### src/rtl/uart_tx_arbiter.sv
// uart_tx_arbiter
// Round-robin sharing of a single uart_tx serializer among NUM_REQ byte producers.
// Each accepted byte is latched, launched with a one-cycle Tx_DV, tracked until Tx_Done
// (or a watchdog abort), and followed by GAP_CYCLES idle cycles before the next launch.
// Optional feature macro: UART_TX_ARB_LOCK_EN keeps ownership on one requester until it
// sends a byte flagged with i_Req_Last (packet locking).
//
//  state     | meaning
//  IDLE      | no transfer; arbitrate when a request is valid and the serializer is free
//  LAUNCH    | byte latched, grant set; Tx_DV and Req_Ready are issued from here
//  WAIT_DONE | serializer shifting; wait for Tx_Done or watchdog expiry
//  GAP       | inter-byte idle time, grant still held
module uart_tx_arbiter #(
    parameter int NUM_REQ        = 4,
    parameter int GAP_CYCLES     = 2,
    parameter int TIMEOUT_CYCLES = 0
) (
    input  logic                   i_Clock,
    input  logic                   reset_n,
    input  logic [NUM_REQ-1:0]     i_Req_Valid,
    input  logic [8*NUM_REQ-1:0]   i_Req_Data,
    input  logic [NUM_REQ-1:0]     i_Req_Last,
    output logic [NUM_REQ-1:0]     o_Req_Ready,
    output logic [NUM_REQ-1:0]     o_Req_Done,
    output logic [NUM_REQ-1:0]     o_Grant,
    output logic                   o_Tx_DV,
    output logic [7:0]             o_Tx_Byte,
    input  logic                   i_Tx_Active,
    input  logic                   i_Tx_Done,
    output logic                   o_Busy,
    output logic                   o_Error
);

    localparam int IDX_W   = (NUM_REQ > 1) ? $clog2(NUM_REQ) : 1;
    localparam int GAP_W   = (GAP_CYCLES > 1) ? $clog2(GAP_CYCLES + 1) : 1;
    localparam int WD_LOAD = (TIMEOUT_CYCLES > 0) ? TIMEOUT_CYCLES - 1 : 0;
    localparam int WD_W    = $clog2(WD_LOAD + 2);
    localparam logic [NUM_REQ-1:0] ONE_HOT0 = NUM_REQ'(1);

    typedef enum logic [1:0] {
        IDLE      = 2'd0,
        LAUNCH    = 2'd1,
        WAIT_DONE = 2'd2,
        GAP       = 2'd3
    } state_t;

    state_t             state;
    logic [IDX_W-1:0]   ptr;
    logic [GAP_W-1:0]   gap_cnt;
    logic [WD_W-1:0]    wd_cnt;
    logic               lock;

    logic               sel_found;
    logic [IDX_W-1:0]   sel_idx;
    logic [IDX_W-1:0]   cand;
    logic [7:0]         sel_byte;

`ifdef UART_TX_ARB_LOCK_EN
    logic [IDX_W-1:0]   lock_idx;
    logic               sel_last;
`else
    // Last flags have no meaning without packet locking; the port is kept for compatibility.
    logic               unused_last;
    assign unused_last = ^i_Req_Last;
`endif

    // Round-robin pick: first valid requester after ptr; lowest offset wins because it is visited last.
    always_comb begin
        sel_found = 1'b0;
        sel_idx   = '0;
        sel_byte  = '0;
        cand      = '0;
`ifdef UART_TX_ARB_LOCK_EN
        sel_last  = 1'b0;
`endif
        for (int i = NUM_REQ; i >= 1; i--) begin
            cand = IDX_W'((int'(ptr) + i) % NUM_REQ);
            if (i_Req_Valid[cand]) begin
                sel_found = 1'b1;
                sel_idx   = cand;
                sel_byte  = i_Req_Data[{cand, 3'b000} +: 8];
`ifdef UART_TX_ARB_LOCK_EN
                sel_last  = i_Req_Last[cand];
`endif
            end
        end
`ifdef UART_TX_ARB_LOCK_EN
        // A locked owner is the only candidate, even while it has nothing pending.
        if (lock) begin
            sel_found = i_Req_Valid[lock_idx];
            sel_idx   = lock_idx;
            sel_byte  = i_Req_Data[{lock_idx, 3'b000} +: 8];
            sel_last  = i_Req_Last[lock_idx];
        end
`endif
    end

    // Sequencer: single registered FSM, every output is a flop.
    always_ff @(posedge i_Clock or negedge reset_n) begin
        if (!reset_n) begin
            state       <= IDLE;
            ptr         <= IDX_W'(NUM_REQ - 1);
            gap_cnt     <= '0;
            wd_cnt      <= '0;
            lock        <= 1'b0;
`ifdef UART_TX_ARB_LOCK_EN
            lock_idx    <= '0;
`endif
            o_Req_Ready <= '0;
            o_Req_Done  <= '0;
            o_Grant     <= '0;
            o_Tx_DV     <= 1'b0;
            o_Tx_Byte   <= '0;
            o_Busy      <= 1'b0;
            o_Error     <= 1'b0;
        end else begin
            o_Req_Ready <= '0;
            o_Req_Done  <= '0;
            o_Tx_DV     <= 1'b0;
            o_Error     <= 1'b0;
            unique case (state)
                IDLE: begin
                    // Never launch over a serializer that is still shifting.
                    if (sel_found && !i_Tx_Active) begin
                        o_Tx_Byte <= sel_byte;
                        o_Grant   <= ONE_HOT0 << sel_idx;
                        o_Busy    <= 1'b1;
                        state     <= LAUNCH;
`ifdef UART_TX_ARB_LOCK_EN
                        // Pointer moves only when a packet ends, so the next packet goes to someone else.
                        if (sel_last) begin
                            lock <= 1'b0;
                            ptr  <= sel_idx;
                        end else begin
                            lock     <= 1'b1;
                            lock_idx <= sel_idx;
                        end
`else
                        ptr <= sel_idx;
`endif
                    end
                end
                LAUNCH: begin
                    o_Tx_DV     <= 1'b1;
                    o_Req_Ready <= o_Grant;
                    wd_cnt      <= WD_W'(WD_LOAD);
                    state       <= WAIT_DONE;
                end
                WAIT_DONE: begin
                    // Done is checked first so a completion on the expiry cycle is not an error.
                    if (i_Tx_Done) begin
                        o_Req_Done <= o_Grant;
                        gap_cnt    <= GAP_W'(GAP_CYCLES - 1);
                        state      <= GAP;
                    end else if ((TIMEOUT_CYCLES > 0) && (wd_cnt == '0)) begin
                        o_Error <= 1'b1;
                        lock    <= 1'b0;
                        gap_cnt <= GAP_W'(GAP_CYCLES - 1);
                        state   <= GAP;
                    end else if (wd_cnt != '0) begin
                        wd_cnt <= wd_cnt - WD_W'(1);
                    end
                end
                GAP: begin
                    if (gap_cnt == '0) begin
                        state  <= IDLE;
                        o_Busy <= 1'b0;
                        if (!lock) begin
                            o_Grant <= '0;
                        end
                    end else begin
                        gap_cnt <= gap_cnt - GAP_W'(1);
                    end
                end
                default: state <= IDLE;
            endcase
        end
    end

endmodule

### config.mk
export PLATFORM = sky130hd
export DESIGN_NAME = uart_tx_arbiter
export DESIGN_NICKNAME = d
export VERILOG_FILES = /design/src/rtl/uart_tx_arbiter.sv
export SDC_FILE = /design/constraint.sdc
export NUM_CORES = 1
export LEC_CHECK = 0
export CORE_MARGIN = 2
export CORE_UTILIZATION = 44
export CTS_CLUSTER_DIAMETER = 40
export DETAILED_ROUTE_END_ITERATION = 16
export GPL_TIMING_DRIVEN = 0
export PLACE_DENSITY = 0.79
export SLEW_MARGIN = 20
export SYNTH_ARGS = -nofsm -noshare
export SYNTH_HDL_FRONTEND = slang
export SYNTH_SLANG_ARGS = --single-unit
### constraint.sdc
create_clock -name i_Clock -period 1.9 [get_ports i_Clock]
set_input_delay 0.38 -clock i_Clock [delete_from_list [all_inputs] [get_ports i_Clock]]
set_output_delay 0.38 -clock i_Clock [all_outputs]
set_load 0.05 [all_outputs]
==> results.py <==
metrics = {
    "drt": {
        "top_layer": "met4",
        "wl_per_cell_um": 17.9,
        "wirelength_mm": 6.66,
        "met3_wirelength_um": 392,
        "wl_met2_mm": 3.37,
        "drc": 0,
        "via_per_inst": 6.13,
        "drt_iter0_drc": 127,
        "dr.pass1.iters": 5,
        "vias": 2286,
        "wl_met1_mm": 2.83,
        "ant_nets": 0,
    },
    "worst_setup_path": {
        "ff2ff_setup_slack_ns": -0.06,
        "cp_slowest_cell": "dfstp_2",
        "cp_common_cell": "buf_8",
        "max_stage_delay_ns": 0.62,
        "critical_path_class": "register to register",
        "crit_chain": "buf_8 > buf_8 > mux4_2 > inv_1 > o21ai_0 > a21oi_1 > o221ai_2",
        "path_max_fanout": 10,
        "worst_setup_path_end_kind": "register",
        "critPathArrivalTime_ns": 2.13,
        "start_kind": "register",
        "worst-endpoint-required_ns": 2.07,
    },
    "place": {
        "pre_cts_ws_ns": -0.604,
        "gp_congestion": 0.871,
        "dp_hpwl_mm": 4.65,
        "io_buffers": 60,
    },
    "clock_tree": {
        "cts_sinks": 28,
        "htreeDepth": 1,
        "cts_buffers": 3,
        "path_clk_slew_ns": 0.11,
        "tritoncts": "built",
        "clk_latency_ns": 0.28,
        "cts_hold_buf": 0,
        "cts_root_buffer": "clkbuf_8",
        "clockBufferDepth": 2,
    },
    "sta": {
        "drv_slew": 0,
        "fmax_mhz": 510,
        "min_period_ns": 1.96,
        "setup_violations": 5,
        "fin_ws_ns": -0.0599,
        "finalClockSkew_ns": 0.00977,
        "tightestPinTransition_ns": 0.643,
        "slew_headroom_pct": 57.1,
        "period_share_pct": 103,
        "hold_viol": 0,
        "rsz0062_at_grt": "yes",
        "tns_ns": -0.159,
    },
    "yosys": {
        "syn_area_um2": 2410,
        "yosysTopAreaCell": "dfrtp_1",
        "ys_seq_area_share_pct": 29.1,
        "synth_seq_cells": 28,
        "netlist_instances": 233,
        "synth_cell_type_count": 45,
        "avgSynthCellArea_um2": 10.4,
        "yosys-top-cells-area": "dfrtp_1 27%, mux4_2 21%, o21ai_0 3.9%, mux2_2 3.7%, nor2_1 3.6%",
        "synth_nets": 283,
        "synth_top_area_share_pct": 27.0,
        "synth_ff_type": "dfrtp_1",
        "ys_warn_count": 1,
        "synth_edf_count": 0,
        "async_reset_ff_share_pct": 100,
    },
    "final_layout": {
        "num_antenna_cells": 0,
        "drive_gt1_share_pct": 26.1,
        "area_growth_pct": 37.8,
        "layout_common_cells": "52 x clkdlybuf4s50_1, 26 x dfrtp_1, 23 x mux4_2, 21 x nor2_1, 17 x o21ai_0",
        "nets": 354,
        "final_common_cell": "clkdlybuf4s50_1",
    },
    "global_route": {
        "antenna_found_initial": 0,
        "grt_usage_pct": 22.2,
        "grt-ovfl-total": 0,
        "grt_pass1_vias": 2214,
        "grt_max_degree": 29,
        "grt_pass1_wl_mm": 10.8,
    },
    "status": {
        "status": "finished, violations left",
        "violations": "setup timing",
    },
    "floorplan": {
        "initial_core_util_pct": 46.3,
        "dieHeight_um": 78.0,
        "die_w_um": 78.0,
        "coreArea_um2": 5200,
        "rows": 26,
        "io_pins": 67,
        "dieArea_um2": 6090,
    },
    "worst_hold_path": {
        "hold_path_class": "primary input to async pin",
    },
    "power_and_ir_drop": {
        "vdd_ir_drop_max_uv": 681,
        "cellLeakagePower_nw": 1.40,
        "power_density_nw_per_um2": 1640,
    },
    "run": {
        "maxCapViolCount": 0,
    },
}
==> worst paths after layout <==
path	depth (start not counted)	from	end
worst min register to register	2	o_Tx_Byte[1]$_DFFE_PN0P_	o_Tx_Byte[1]$_DFFE_PN0P_
worst max-delay path	7	ptr[1]$_DFFE_PN1P_	o_Tx_Byte[7]$_DFFE_PN0P_
worst min-delay path	1	reset_n	gap_cnt[0]$_DFFE_PN0P_
worst max register to register	7	ptr[1]$_DFFE_PN1P_	o_Tx_Byte[7]$_DFFE_PN0P_
max in group asynchronous	1	reset_n	o_Req_Done[0]$_DFF_PN0_
min in group i_Clock	2	o_Tx_Byte[1]$_DFFE_PN0P_	o_Tx_Byte[1]$_DFFE_PN0P_
==> Yosys cell counts, types with 2 or more instances <==
| library cell | count |
|---|---|
| mux4_2 | 23 |
| buf_4 | 3 |
| nor3_1 | 2 |
| and3_1 | 4 |
| or3b_1 | 2 |
| nor2b_1 | 3 |
| mux2i_1 | 8 |
| o221ai_1 | 3 |
| o31ai_1 | 6 |
| inv_1 | 13 |
| dfstp_2 | 2 |
| a22oi_1 | 8 |
| nor2_1 | 23 |
| buf_2 | 8 |
| o221a_1 | 3 |
| nand2b_1 | 2 |
| ha_1 | 6 |
| o22ai_1 | 2 |
| a221oi_1 | 2 |
| dfrtp_1 | 26 |
| a21oi_1 | 13 |
| nand2_1 | 14 |
| clkbuf_1 | 3 |
| buf_6 | 3 |
| o31ai_2 | 2 |
| mux2_2 | 8 |
| and2_1 | 5 |
| o21ai_0 | 19 |
==> where the power goes <==
part           total (mW)  switching (mW)  leakage (nW)  internal, mW
combinational        3.97            2.16          1.01          1.81
clock               0.484           0.201        0.0357         0.283
sequential          0.986           0.152         0.357         0.834
total                5.44            2.52          1.40          2.92
==> per-stage QoR <==
step,cells,total power [mW],hold slack [ns],instance area [µm²],utilization [%]
3_3_place_gp,363,4.49,0.497,3100,59.6
6_report,373,5.44,0.107,3320,63.8
3_5_place_dp,363,4.57,0.436,3100,59.5
2_1_floorplan,233,3.66,0.0844,2410,-
4_1_cts,371,5.24,0.130,3240,62.3
5_1_grt,373,5.82,0.148,3320,63.8
==> metal layers <==
metal,track usage [%],vias up
met4,4.39,0
li1,-,1030
met2,36.8,93
met5,0,-
met3,2.64,10
met1,31.8,1153
==> timing repair <==
item	4_1_cts	5_1_grt
cloned	0	1
resized for setup	24	14
pin swaps	1	4
endpoints found under the setup margin	16	14
buffers inserted	4	2
==> sequential cells by signal, indices dropped and copies added (netlist names) <==
register and count:
o_Busy 1, o_Grant 4, o_Req_Ready 4, ptr 2, o_Tx_Byte 8, o_Tx_DV 1, o_Req_Done 4, state 2
gap_cnt 2
==> critical path, delay by kind of cell, from the launching register on <==
| family | cells | cell delay (ns) |
|---|---|---|
| muxes | 1 | 0.51 |
| buffers and inverters | 3 | 0.38 |
| DFF | 1 | 0.62 |
| AOI/OAI and AO/OA | 3 | 0.34 |
==> layout make-up <==
type,count,area [µm²]
Clock inverter,1,30.0
Multi-Input combinational cell,174,1590
Sequential cell,28,703
Clock buffer,3,41.3
Tap cell,70,87.6
Fill cell,433,1880
Buffer,16,140
Timing Repair Buffer,67,668
Inverter,14,60.1
==> kinds of logic (layout without fill, tap and decap cells) <==
group	after synthesis	count (layout)	share of synthesized area (%)
AOI/OAI and AO/OA	66	66	18.8
and+or+nand+nor	60	60	12.1
muxes	41	41	30.0
buffers and inverters	31	101	6.64
DFF	28	28	29.1
adders and majority gates	6	6	3.11
other	1	1	0.155
(Power assumes the default switching activity.)
